<file path="src/rtl/pixel_filter_pkg.sv">
// Shared types and constants for the pixel filter stream engine.
package pixel_filter_pkg;

    typedef enum logic [1:0] {
        PASS   = 2'd0,
        INVERT = 2'd1,
        GRAY   = 2'd2,
        THRESH = 2'd3
    } mode_e;

    typedef enum logic [1:0] {
        IDLE  = 2'd0,
        RUN   = 2'd1,
        DRAIN = 2'd2,
        DONE  = 2'd3
    } state_e;

    // Luma weights (sum to 256) and normalising shift
    localparam int unsigned GRAY_W_R   = 77;
    localparam int unsigned GRAY_W_G   = 150;
    localparam int unsigned GRAY_W_B   = 29;
    localparam int unsigned GRAY_SHIFT = 8;

    // Output FIFO sizing; also the total read credit budget
    localparam int unsigned FIFO_DEPTH = 4;
    localparam int unsigned FIFO_PTR_W = $clog2(FIFO_DEPTH);
    localparam int unsigned FIFO_CNT_W = $clog2(FIFO_DEPTH + 1);

endpackage

</file>
<file path="src/rtl/pixel_filter_op.sv">
// Combinational per-pixel operator: pass, invert, grayscale or threshold.
module pixel_filter_op
    import pixel_filter_pkg::*;
#(
    parameter int unsigned DATA_W = 8,
    parameter int unsigned NUM_CH = 3
) (
    input  mode_e                      mode_i,
    input  logic [DATA_W-1:0]          thr_i,
    input  logic [NUM_CH*DATA_W-1:0]   pix_i,
    output logic [NUM_CH*DATA_W-1:0]   pix_o
);

    localparam int unsigned GRAY_W   = DATA_W + GRAY_SHIFT;
    localparam bit          HAS_GRAY = (NUM_CH == 3);
    localparam logic [DATA_W-1:0] MAX_V = '1;

    logic [DATA_W-1:0] gray_c;

    // Weighted luma; only meaningful for three-channel pixels
    if (HAS_GRAY) begin : g_gray
        logic [GRAY_W-1:0] sum_c;
        assign sum_c = GRAY_W'(GRAY_W_R) * GRAY_W'(pix_i[0        +: DATA_W])
                     + GRAY_W'(GRAY_W_G) * GRAY_W'(pix_i[DATA_W   +: DATA_W])
                     + GRAY_W'(GRAY_W_B) * GRAY_W'(pix_i[2*DATA_W +: DATA_W]);
        assign gray_c = DATA_W'(sum_c >> GRAY_SHIFT);
    end else begin : g_no_gray
        assign gray_c = '0;
    end

    // Per-channel operator select; gray falls back to pass without three channels
    always_comb begin
        pix_o = pix_i;
        for (int c = 0; c < int'(NUM_CH); c++) begin
            case (mode_i)
                INVERT: pix_o[c*DATA_W +: DATA_W] = MAX_V - pix_i[c*DATA_W +: DATA_W];
                THRESH: pix_o[c*DATA_W +: DATA_W] =
                            (pix_i[c*DATA_W +: DATA_W] >= thr_i) ? MAX_V : '0;
                GRAY:   if (HAS_GRAY) pix_o[c*DATA_W +: DATA_W] = gray_c;
                default: ;
            endcase
        end
    end

endmodule

</file>
<file path="src/rtl/pixel_filter_stream.sv">
// Frame walker: reads pixel memory, filters, and streams results with credit-based flow control.
module pixel_filter_stream
    import pixel_filter_pkg::*;
#(
    parameter int unsigned DATA_W = 8,
    parameter int unsigned NUM_CH = 3,
    parameter int unsigned DEPTH  = 256,
    parameter int unsigned ADDR_W = $clog2(DEPTH)
) (
    input  logic                      clk,
    input  logic                      reset,
    input  logic                      start,
    input  logic [1:0]                mode,
    input  logic [DATA_W-1:0]         threshold,
    output logic                      mem_en,
    output logic [ADDR_W-1:0]         mem_addr,
    input  logic [NUM_CH*DATA_W-1:0]  mem_rdata,
    output logic                      out_valid,
    input  logic                      out_ready,
    output logic [NUM_CH*DATA_W-1:0]  out_data,
    output logic                      out_last,
    output logic                      busy,
    output logic                      done
);

    localparam int unsigned PIX_W = NUM_CH * DATA_W;

    state_e              state_q, state_d;
    mode_e               mode_q, mode_d;
    logic [DATA_W-1:0]   thr_q, thr_d;
    logic [ADDR_W-1:0]   addr_q, addr_d;

    logic                rd_valid_q, rd_last_q;
    logic                filt_valid_q, filt_last_q;
    logic [PIX_W-1:0]    filt_data_q;
    logic [PIX_W-1:0]    op_pix_c;

    logic [PIX_W-1:0]      fifo_data_q [FIFO_DEPTH];
    logic                  fifo_last_q [FIFO_DEPTH];
    logic [FIFO_PTR_W-1:0] wr_ptr_q, rd_ptr_q;
    logic [FIFO_CNT_W-1:0] count_q;

    logic [FIFO_CNT_W-1:0] credits_c;
    logic                  issue_c, last_addr_c, pop_c, push_c;

    // Occupied slots: FIFO entries plus reads still in the memory/filter stages
    assign credits_c   = count_q + FIFO_CNT_W'(rd_valid_q) + FIFO_CNT_W'(filt_valid_q);
    assign issue_c     = (state_q == RUN) && (credits_c < FIFO_CNT_W'(FIFO_DEPTH));
    assign last_addr_c = (addr_q == ADDR_W'(DEPTH - 1));
    assign push_c      = filt_valid_q;
    assign pop_c       = out_valid && out_ready;

    assign mem_en    = issue_c;
    assign mem_addr  = addr_q;
    assign out_valid = (count_q != '0);
    assign out_data  = out_valid ? fifo_data_q[rd_ptr_q] : '0;
    assign out_last  = out_valid && fifo_last_q[rd_ptr_q];
    assign busy      = (state_q == RUN) || (state_q == DRAIN);
    assign done      = (state_q == DONE);

    pixel_filter_op #(
        .DATA_W (DATA_W),
        .NUM_CH (NUM_CH)
    ) u_op (
        .mode_i (mode_q),
        .thr_i  (thr_q),
        .pix_i  (mem_rdata),
        .pix_o  (op_pix_c)
    );

    // Next-state logic: frame sequencing and read address generation
    always_comb begin
        state_d = state_q;
        mode_d  = mode_q;
        thr_d   = thr_q;
        addr_d  = addr_q;
        case (state_q)
            IDLE: begin
                if (start) begin
                    state_d = RUN;
                    mode_d  = mode_e'(mode);
                    thr_d   = threshold;
                end
            end
            RUN: begin
                if (issue_c) begin
                    if (last_addr_c) state_d = DRAIN;
                    else             addr_d  = addr_q + ADDR_W'(1);
                end
            end
            DRAIN: begin
                if (pop_c && out_last) state_d = DONE;
            end
            DONE: begin
                state_d = IDLE;
                addr_d  = '0;
            end
            default: state_d = IDLE;
        endcase
    end

    // Control state, pipeline valids and FIFO pointers
    always_ff @(posedge clk) begin
        if (reset) begin
            state_q      <= IDLE;
            mode_q       <= PASS;
            thr_q        <= '0;
            addr_q       <= '0;
            rd_valid_q   <= 1'b0;
            rd_last_q    <= 1'b0;
            filt_valid_q <= 1'b0;
            filt_last_q  <= 1'b0;
            filt_data_q  <= '0;
            wr_ptr_q     <= '0;
            rd_ptr_q     <= '0;
            count_q      <= '0;
        end else begin
            state_q      <= state_d;
            mode_q       <= mode_d;
            thr_q        <= thr_d;
            addr_q       <= addr_d;
            rd_valid_q   <= issue_c;
            rd_last_q    <= issue_c && last_addr_c;
            filt_valid_q <= rd_valid_q;
            filt_last_q  <= rd_last_q;
            if (rd_valid_q) filt_data_q <= op_pix_c;
            if (push_c) wr_ptr_q <= wr_ptr_q + FIFO_PTR_W'(1);
            if (pop_c)  rd_ptr_q <= rd_ptr_q + FIFO_PTR_W'(1);
            count_q <= count_q + FIFO_CNT_W'(push_c) - FIFO_CNT_W'(pop_c);
        end
    end

    // FIFO storage; occupancy is tracked separately so contents need no reset
    always_ff @(posedge clk) begin
        if (push_c) begin
            fifo_data_q[wr_ptr_q] <= filt_data_q;
            fifo_last_q[wr_ptr_q] <= filt_last_q;
        end
    end

endmodule

</file>
<file path="config.mk">
export PLATFORM = sky130hd
export DESIGN_NAME = pixel_filter_stream
export DESIGN_NICKNAME = d
export VERILOG_FILES = /design/src/rtl/pixel_filter_pkg.sv /design/src/rtl/pixel_filter_op.sv /design/src/rtl/pixel_filter_stream.sv
export SDC_FILE = /design/constraint.sdc
export NUM_CORES = 1
export LEC_CHECK = 0
export CAP_MARGIN = 5
export CORE_AREA = 2 2 176 126
export CTS_CLUSTER_DIAMETER = 30
export CTS_CLUSTER_SIZE = 12
export DETAILED_ROUTE_END_ITERATION = 8
export DIE_AREA = 0 0 178 128
export GPL_ROUTABILITY_DRIVEN = 0
export PLACE_DENSITY = 0.69
export SLEW_MARGIN = 20
export SYNTH_ARGS = -nofsm -noshare
export SYNTH_HDL_FRONTEND = slang
export SYNTH_HIERARCHICAL = 1
export SYNTH_SLANG_ARGS = --single-unit
export TNS_END_PERCENT = 30
</file>
<file path="constraint.sdc">
create_clock -name clk -period 19.25 [get_ports clk]
set_clock_uncertainty 0.15 [all_clocks]
set_input_delay 3.85 -clock clk [delete_from_list [all_inputs] [get_ports clk]]
set_output_delay 3.85 -clock clk [all_outputs]
set_load 0.01 [all_outputs]
</file>
==> metrics.md, run 1 <==
| Metric | Value |
|---|---|
| Status | complete, no violations |
| Area contributors post-synth | edfxtp_1, ha_1, dfxtp_1 |
| Setup crit end kind | flop |
| PnR worst setup slack | roughly 8.5 ns |
| Post-CTS Setup Bufs | 0 |
| Leak | 0.00481 uW |
| Worst vdd ir | 0.000120 V |
| Min Tclk post-route | ~11 ns |
| DR vias | 6854 |
| Post-route ant nets | 0 |
| Adder-cell share of the synthesized area | 0.254 |
| Post-Syn Area | a little over 10000 um^2 |
| Worst Path Required | approximately 19 ns |
| CTS Buf Count | 17 |
| Post-CTS Resized | 0 |
| Number of I/O pins | 75 |
| Vias per cell | 5.40 |
| Synth Area in XOR/XNOR | 0.0338 |
| Synth unique cells | 60 |
| Pin count of the biggest net entering global routing | between 50 and 60 |
| Residual DRC | 0 |
| DRT iter0 DRCs | a little under 400 |
| Inserted Diodes | 0 |
| Layout cells sized above 1 | 0.0719 |
| Most frequent cells after synthesis | ha_1, inv_1, edfxtp_1 |
| Setup_tns | 0 ns |
| Htree depth | 4 |
| Post-synth EDFFs | 100 |
| Crit Path Category | input pin to flop |
| Worst Max-Slew Pin Slew | 1.01 ns |
| Critical path startpoint category | input pin |
| Clock network latency to the later pin of the worst-skew pair | approximately 0.42 ns |
| Post-DR wirelength/cell | between 15 and 20 um |
| Hold Vio Cnt, Final | 0 |
| Clock transition at path regs | approximately 0.060 ns |
| Setup repair after global routing missed its margin | no |
| Initial antenna violation count | 0 |
| Grt ovf | 0 |
| Final Non-Filler Cells | about 1.3k |
| Die Y | ~130 um |
| Max_slew headroom | 0.328 |
| Ys async rst share | 0 |
| PwrDens | approximately 160 nW/um^2 |
| Layout area overhead | 15.1% |
| Fin crit share | 0.556 |
| Worst slack at placement | between 8 and 9 ns |
| Fmax | slightly above 90 MHz |
| Max-cap violations | 0 |
| Detailed placement HPWL | about 17 mm |
| Syn. warnings | 6 |
| Final setup viols | 0 |
| Fraction of the mapped netlist area in simple logic gates | 0.0962 |
| Placed cells | about 1.2k |
| Post-synthesis cell count | roughly 900 |
| Vias in the first global route | a little under 7k |
| Top-count cell post-synth | ha_1 |
| Crit Path Max Fanout | 6 |
| Drt pass-1 iters | 5 |
| Yosys top cell by area | edfxtp_1 |
| Die width | roughly 180 um |
| Slew Limit Fails | 0 |
| Mux cell area share after synthesis | 0.0803 |
| FP Rows | 45 |
| Drt total wl | between 20 and 25 mm |
| CTS tree | done |
| Share of the synthesized area in the top cell type | 0.289 |
| Initial Util | 0.489 |
| Largest family of logic cells by synthesized area | adder cells |
| Post-synthesis sequential area ratio | 0.399 |
| Die area | 22800 um^2 |
| Most common flop cell mapped by yosys | edfxtp_1 |
| CTS sink count | about 160 |
| IO buf count | 74 |
| Worst min-delay path category | flop to flop |
| Cts hold-fix bufs | 0 |
| Worst Path Arrival | approximately 11 ns |
| CTS Root Cell | clkbuf_16 |
| Core Region | about 21000 um^2 |
| Post-synthesis compound-gate area fraction | 0.0839 |
| # nets final | ~1.2k |
| All-Layer GR Usage | 0.207 |
| Syn Nets | around 1.1k |
| Synthesized area per cell | roughly 11 um^2 |
| Seq cells post-synth | around 160 |
| Worst-case clock buffer depth | 2 |
| First-pass GRT wire length | roughly 36 mm |
==> cells in the final DEF, fill, tap and decap left out, drive strengths merged, types with 33 or more instances in the layout <==
cell,count
dfxtp,57
nand2,44
clkdlybuf4s50,73
ha,121
fa,56
a21oi,34
edfxtp,100
and2,33
nor2,65
inv,114
==> per-stage QoR <==
stage / instance area, um^2 / util / power, uW / hold slack (ns)
floorplan: 10400 / - / 1320 / 0.264
global placement: 11400 / 0.537 / 1610 / 0.275
detailed placement: 11400 / 0.537 / 1620 / 0.282
CTS: 11900 / 0.563 / 1940 / 0.298
global route: 11900 / 0.563 / 2130 / 0.325
finish: 11900 / 0.563 / 1940 / 0.303
==> per-layer routing <==
metal  global-route usage  share of wire  up-vias
met5                    0              0        -
met4               0.0468          0.010        0
met3               0.0534          0.064       21
met2                0.317           0.44      185
met1                0.298           0.48     3335
li1                     -              -     3313
==> sequential cells by signal, summed over array words and instances, names as in the netlist, named ones only <==
name,count
count_q,3
fifo_data_q,96
fifo_last_q,4
filt_data_q,24
filt_last_q,1
filt_valid_q,1
mem_addr,8
mode_q,2
rd_last_q,1
rd_ptr_q,2
rd_valid_q,1
state_q,2
thr_q,8
wr_ptr_q,2
==> worst paths after layout <==
check | from | cells after the start | end | slack, ns
min reg2reg | rd_last_q$_SDFF_PP0_ | 1 | filt_last_q$_SDFF_PP0_ | 0.30
min | rd_last_q$_SDFF_PP0_ | 1 | filt_last_q$_SDFF_PP0_ | 0.30
max | mem_rdata[9] | 26 | filt_data_q[15]$_SDFFE_PP0P_ | 8.54
max reg2reg | count_q[1]$_SDFF_PP0_ | 10 | count_q[2]$_SDFF_PP0_ | 16.20
==> final cells by class <==
| type | instances | area (um^2) |
|---|---|---|
| Clock buffer | 21 | 450 |
| Inverter | 113 | 424 |
| Sequential cell | 157 | 4150 |
| Multi-Input combinational cell | 605 | 5690 |
| Timing Repair Buffer | 81 | 788 |
| Fill cell | 1757 | 9280 |
| Clock inverter | 11 | 93.8 |
| Tap cell | 282 | 353 |
==> report_power, final <==
| part | switching (uW) | internal, uW | total, uW | leakage (uW) |
|---|---|---|---|---|
| Sequential | 42.0 | 392 | 434 | 0.00137 |
| Clock | 125 | 180 | 305 | 0.000262 |
| Combinational | 670 | 531 | 1200 | 0.00318 |
==> critical path: stages <==
cell and delay [ns]:
clkdlybuf4s50_1 0.67, ha_1 0.35, ha_1 0.31, fa_1 0.46, ha_1 0.36, nand2_1 0.08
o21ai_0 0.23, o21a_1 0.15, nor2_1 0.05, xnor2_1 0.18, fa_1 0.46, fa_1 0.51
inv_1 0.05, fa_1 0.46, fa_1 0.54, inv_1 0.04, ha_1 0.23, a2111oi_0 0.41
o221ai_1 0.25, a31oi_1 0.32, o21ai_0 0.18, and4_4 0.19, o21ai_2 0.16, o211ai_1 0.11
mux2i_1 0.16, nor2_1 0.05
==> cells by family after synthesis <==
family | after synthesis
compound gates | 133
fa+ha+maj | 177
flops | 157
simple gates | 203
xor+xnor | 40
buf+inv | 141
mux | 52
Note: power is estimated with default switching activity, not from simulation.
==> run 2, diff against run 1 <==
==> constraint.sdc (replaced) <==
create_clock -name clk -period 11.2 [get_ports clk]
set_clock_uncertainty 0.15 [all_clocks]
set_input_delay 2.24 -clock clk [delete_from_list [all_inputs] [get_ports clk]]
set_output_delay 2.24 -clock clk [all_outputs]
set_load 0.01 [all_outputs]
==> run 2 against run 1 <==
Net effect:
- global-route usage is 0.060 points higher
- clock power increased by 82%
- first-iteration DRC count is 15% higher
- final area increased by 0.25%
- hold slack worse by 0.0063 ns
- critical endpoint is now filt_data_q[23]$_SDFFE_PP0P_
- highest routed layer unchanged
==> metrics.md, run 2 (same netlist as run 1, synthesis figures left out) <==
| Metric | Value |
|---|---|
| Most frequent cells in the layout | ha_1, inv_1, edfxtp_1, clkdlybuf4s50_1, nor2_1 |
| Clock transition at path regs | 0.06 ns (about the same) |
| Internal power | 1900 uW (+73%) |
| Logic pwr share | 0.614 (-0.005) |
| Largest regs | fifo_data_q x96, filt_data_q x24 |
| CTS Root Cell | clkbuf_16 |
| Sw Ratio | 0.435 (+0.00334) |
| Number of I/O pins | 75 (unchanged) |
| Setup repair after global routing missed its margin | no |
| CP max-delay cell | clkdlybuf4s50_1 |
| Status | complete, no violations |
| Reg power frac | 0.221 (-0.002) |
| FP Rows | 45 (unchanged) |
| DRT iter0 DRCs | 445 (+15%) |
| First-pass GRT wire length | 36.1 mm (+1.1%) |
| All-Layer GR Usage | 0.208 (+0.000597) |
| # nets final | 1190 (unchanged) |
| Worst slack at placement | 1.72 ns (-6.38 ns) |
| Worst min-delay path category | flop to flop |
| Die area | 22800 um^2 (unchanged) |
| Pin count of the biggest net entering global routing | 54 (unchanged) |
| Layout cells sized above 1 | 0.0759 (+0.00405) |
| Clock network latency to the later pin of the worst-skew pair | 0.41 ns (about the same) |
| Placed Area | 11400 um^2 (unchanged) |
| Leak | 0.00482 uW (about the same) |
| Worst Path Required | 11.32 ns (-8.04 ns) |
| Hold Vio Cnt, Final | 0 (unchanged) |
| PwrDens | 281 nW/um^2 (+73%) |
| Residual DRC | 0 (unchanged) |
| Detailed placement HPWL | 16.6 mm (about the same) |
| Worst vdd ir | 0.000216 V (+81%) |
| PnR worst setup slack | 2.11 ns (-6.43 ns) |
| Initial antenna violation count | 0 (unchanged) |
| Worst Path Arrival | 9.21 ns (-1.61 ns) |
| Max_slew headroom | 0.323 (-0.00511) |
| Die Y | 128 um (unchanged) |
| Worst-case clock buffer depth | 2 (unchanged) |
| Initial Util | 0.489 (unchanged) |
| Slew Limit Fails | 0 (unchanged) |
| Placed cells | 1238 (unchanged) |
| DR vias | 6823 (-0.45%) |
| Core Region | 21200 um^2 (unchanged) |
| Fin crit share | 0.812 |
| Critical path startpoint category | input pin |
| CTS tree | done |
| Max-cap violations | 0 (unchanged) |
| Layout area overhead | 15.4% |
| Crit Path Max Fanout | 6 (unchanged) |
| Cts hold-fix bufs | 0 (unchanged) |
| Fin Hold WS | 0.297 ns (-0.00626 ns) |
| Worst Max-Slew Pin Slew | 1.02 ns (+0.00767 ns) |
| Inserted Diodes | 0 (unchanged) |
| Min Tclk post-route | about 9 ns |
| Design Area, Final | 12000 um^2 (+0.25%) |
| Die width | 178 um (unchanged) |
| Drt total wl | 22.4 mm (+1.1%) |
| Post-route ant nets | 0 (unchanged) |
| Final Non-Filler Cells | 1270 (unchanged) |
| Drt pass-1 iters | 5 (unchanged) |
| Setup crit end kind | flop |
| Most common cell after layout, fill and taps aside | ha_1 |
| Reg with most FFs | fifo_data_q |
| Final setup viols | 0 (unchanged) |
| Psw | 1460 uW (+75%) |
| Clk pwr share | 0.164 (+0.007) |
| Vias in the first global route | 6685 (-1.2%) |
| CTS sink count | 157 (unchanged) |
| IO buf count | 74 (unchanged) |
| Post-DR wirelength/cell | 17.7 um (+1.1%) |
| Fmax | 110 MHz |
| CTS Buf Count | 17 (unchanged) |
| Htree depth | 4 (unchanged) |
| Critical Path Max Stage Delay | 0.67 ns (about the same) |
| Grt ovf | 0 (unchanged) |
| Crit Path Category | input pin to flop |
| Post-CTS Setup Bufs | 0 (unchanged) |
| Vias per cell | 5.37 (-0.45%) |
| Post-CTS Resized | 0 (unchanged) |
| Setup_tns | 0 ns (unchanged) |
| Max FFs per register | 96 (unchanged) |
run 2: changes by cell type in the layout (fill, tap and decap cells not counted):
cell,previous run,this run
clkinv_1,2,0
clkinvlp_4,2,4
inv_8,0,2
clkinvlp_2,0,1
clkbuf_1,3,1
clkinv_2,3,0
inv_6,1,3
run 2: cell type report:
cell class              count  area [um^2]
fillers                  1779         9250
well taps                 282          353
repair buffers             81          788
inverters                 113          424
clock buffers              19          443
multi-input cells         605         5690
flip-flops and latches    157         4150
clock inverters            13          131
run 2: worst max-delay path: cells and delay by family:
kind            cells  cell delay (ns)
fa+ha+maj          10             3.89
compound gates      7             1.55
buf+inv             5             0.85
simple gates        3             0.38
xor+xnor            1             0.15
mux                 1             0.15
run 2: worst paths after layout:
path	start	end	slack, ns	cells after the start
max	mem_rdata[13]	filt_data_q[23]$_SDFFE_PP0P_	2.11	27
min reg2reg	rd_last_q$_SDFF_PP0_	filt_last_q$_SDFF_PP0_	0.30	1
min	rd_last_q$_SDFF_PP0_	filt_last_q$_SDFF_PP0_	0.30	1
max reg2reg	count_q[1]$_SDFF_PP0_	count_q[2]$_SDFF_PP0_	8.14	10
run 2: routing by layer:
layer	global-route usage	wire length [um]	vias up
li1	-	-	3312
met1	0.308	11100	3348
met2	0.326	10000	151
met3	0.0359	1180	12
met4	0.0338	126	0
met5	0	0	-
run 2: power by group through the flow:
stage          registers [uW]  clock network [uW]  logic (uW)
6_report                  744                 554        2070
3_5_place_dp              760                   0        2030
3_3_place_gp              757                   0        2000
4_1_cts                   748                 562        2040
5_1_grt                   757                 590        2330
2_1_floorplan             710                   0        1550
run 2: stage by stage:
| step | power, uW | utilization |
|---|---|---|
| CTS | 3350 | 0.564 |
| detailed placement | 2790 | 0.537 |
| finish | 3370 | 0.564 |
| global route | 3680 | 0.564 |
| floorplan | 2260 | - |
| global placement | 2760 | 0.537 |
==> run 3, diff against run 2 <==
--- a/config.mk
+++ b/config.mk
@@ -12,7 +12,7 @@
 export DETAILED_ROUTE_END_ITERATION = 8
 export DIE_AREA = 0 0 178 128
 export GPL_ROUTABILITY_DRIVEN = 0
-export PLACE_DENSITY = 0.69
+export PLACE_DENSITY = 0.71
 export SLEW_MARGIN = 20
 export SYNTH_ARGS = -nofsm -noshare
 export SYNTH_HDL_FRONTEND = slang
==> constraint.sdc (replaced) <==
create_clock -name clk -period 7.4 [get_ports clk]
set_clock_uncertainty 0.15 [all_clocks]
set_input_delay 1.48 -clock clk [delete_from_list [all_inputs] [get_ports clk]]
set_output_delay 1.48 -clock clk [all_outputs]
set_load 0.01 [all_outputs]
==> run 3 against run 2 <==
Net effect:
- hold slack better by 0.0067 ns
- largest cell class unchanged
- critical path depth unchanged
- clock power up 41%
- sequential power up 49%
==> metrics.md, run 3 (same netlist as run 1, synthesis figures left out) <==
| Metric | Value |
|---|---|
| Worst vdd ir | 0.000534 V (+150%) |
| Met2 Resource Use GR | 0.345 (+0.0185) |
| Hold Vio Cnt, Final | 0 (unchanged) |
| Layout area overhead | 23.0% |
| Fmax | 137 MHz |
| Met3 global-route usage | 0.0353 (-0.000593) |
| Fin crit share | 0.986 |
| Setup_tns | 0 ns (unchanged) |
| Min Tclk post-route | 7.30 ns |
| Crit Path Category | input pin to flop |
| Final setup viols | 0 (unchanged) |
| Met1 Use GR | 0.289 (-0.0191) |
| Max FFs per register | 96 (unchanged) |
| IO buf count | 74 (unchanged) |
| Worst-case clock buffer depth | 2 (unchanged) |
| Design Area, Final | 12800 um^2 (+6.6%) |
| Leak | 0.00517 uW (+7.2%) |
| Number of I/O pins | 75 (unchanged) |
| Layout cells sized above 1 | 0.183 (+0.107) |
| Final Non-Filler Cells | 1340 (+5.5%) |
| Max-cap violations | 0 (unchanged) |
| PwrDens | 496 nW/um^2 (+76%) |
| CTS tree | done |
| Reg with most FFs | fifo_data_q |
| CTS Root Cell | clkbuf_16 |
| Post-DR wirelength/cell | 16.9 um (-4.4%) |
| Vias in the first global route | 7188 (+7.5%) |
| Setup repair after global routing missed its margin | yes |
| Initial Util | 0.489 (unchanged) |
| Worst Path Arrival | 7.41 ns (-1.80 ns) |
| Grt ovf | 0 (unchanged) |
| Drt total wl | 22.6 mm (+0.92%) |
| DR vias | 7178 (+5.2%) |
| FP Rows | 45 (unchanged) |
| Largest regs | fifo_data_q x96, filt_data_q x24 |
| Worst Max-Slew Pin Slew | 1.01 ns (-0.00909 ns) |
| Slew Limit Fails | 0 (unchanged) |
| Clock network latency to the later pin of the worst-skew pair | 0.42 ns (about the same) |
| Detailed placement HPWL | 16.8 mm (+0.75%) |
| Status | complete, no violations |
| # nets final | 1260 (+5.9%) |
| First-pass GRT wire length | 36.5 mm (+1.2%) |
| Critical path startpoint category | input pin |
| Crit Path Max Fanout | 3 (-3) |
| CTS sink count | 157 (unchanged) |
| Setup crit end kind | flop |
| Grt peak-use layer | met2 |
| CTS Buf Count | 17 (unchanged) |
| Htree depth | 4 (unchanged) |
| Drt pass-1 iters | 5 (unchanged) |
| Residual DRC | 0 (unchanged) |
| Die Y | 128 um (unchanged) |
| Die area | 22800 um^2 (unchanged) |
| Placed cells | 1296 (+4.7%) |
| Max_slew headroom | 0.329 (+0.00606) |
| Worst min-delay path category | flop to flop |
| Initial antenna violation count | 0 (unchanged) |
| Pin count of the biggest net entering global routing | 54 (unchanged) |
| Post-route ant nets | 0 (unchanged) |
| Die width | 178 um (unchanged) |
| All-Layer GR Usage | 0.209 (+0.00165) |
| Worst Path Required | 7.51 ns (-3.81 ns) |
| Clock transition at path regs | 0.07 ns (about the same) |
| DRT iter0 DRCs | 353 (-21%) |
| Fin Hold WS | 0.303 ns (+0.00674 ns) |
| Placed Area | 11900 um^2 (+4.3%) |
| Most common cell after layout, fill and taps aside | inv_1 |
| Vias per cell | 5.36 (-0.29%) |
| Core Region | 21200 um^2 (unchanged) |
| Inserted Diodes | 0 (unchanged) |
| Most frequent cells in the layout | inv_1, ha_1, edfxtp_1, buf_4, clkdlybuf4s50_1 |
[run 3: cell count changes in the layout (fill, tap and decap cells not counted), sizes merged]
cell           delta
inv               +1
buf              +75
clkinv            +3
clkdlybuf4s50     -7
clkinvlp          -1
bufinv            -1
[run 3: path summary, 6_finish.rpt]
path | startpoint | endpoint | slack [ns] | cells past startpoint
hold / removal | rd_last_q$_SDFF_PP0_ | filt_last_q$_SDFF_PP0_ | 0.30 | 1
hold reg to reg | rd_last_q$_SDFF_PP0_ | filt_last_q$_SDFF_PP0_ | 0.30 | 1
setup / recovery | mem_rdata[13] | filt_data_q[15]$_SDFFE_PP0P_ | 0.10 | 27
setup reg to reg | count_q[1]$_SDFF_PP0_ | count_q[2]$_SDFF_PP0_ | 4.28 | 10
[run 3: through the flow]
stage | setup WS (ns) | util | power [uW]
CTS | 0.0120 | 0.593 | 5800
global placement | -0.766 | 0.560 | 4740
floorplan | 0.0110 | - | 3500
finish | 0.104 | 0.601 | 6330
global route | -0.0400 | 0.601 | 6860
detailed placement | -0.904 | 0.560 | 4800
[run 3: layout make-up]
class                           instances  area [um^2]
Fill cell                            1707         8460
Multi-Input combinational cell        605         6000
Sequential cell                       157         4150
Timing Repair Buffer                  151         1310
Clock buffer                           17          425
Inverter                              113          424
Tap cell                              282          353
Clock inverter                         15          111
[run 3: metal layers]
layer | part of all wire | up-vias
li1 | - | 3456
met1 | 0.47 | 3555
met2 | 0.48 | 138
met3 | 0.038 | 29
met4 | 0.016 | 0
met5 | 0 | -
[run 3: worst max-delay path: stages]
cell      delay, ns
buf_4          0.13
ha_4           0.27
ha_4           0.19
ha_4           0.25
inv_2          0.03
fa_1           0.51
inv_2          0.05
ha_4           0.27
o21a_1         0.15
nor2_2         0.06
xnor2_2        0.14
fa_1           0.49
fa_1           0.51
inv_2          0.04
fa_1           0.46
fa_1           0.51
inv_2          0.05
ha_4           0.27
o21ai_4        0.07
o21bai_4       0.18
a31oi_4        0.12
or4b_4         0.51
and4_4         0.21
o21ai_4        0.14
o211ai_1       0.11
mux2i_1        0.17
nor2_1         0.05
[run 3: power by group]
group | leakage, uW | internal (uW) | switching (uW) | total (uW)
Sequential | 0.00137 | 1020 | 92.7 | 1110
Clock | 0.000252 | 432 | 351 | 783
Combinational | 0.00355 | 2250 | 2180 | 4440
Total | 0.00517 | 3700 | 2630 | 6330
[run 3: timing repair]
| item | 4_1_cts | 5_1_grt |
|---|---|---|
| pin swaps | 26 | 38 |
| setup buffers | 7 | 5 |
| setup endpoints to repair | 22 | 21 |
| hold buffers | 0 | 0 |
| gates resized for setup | 44 | 45 |
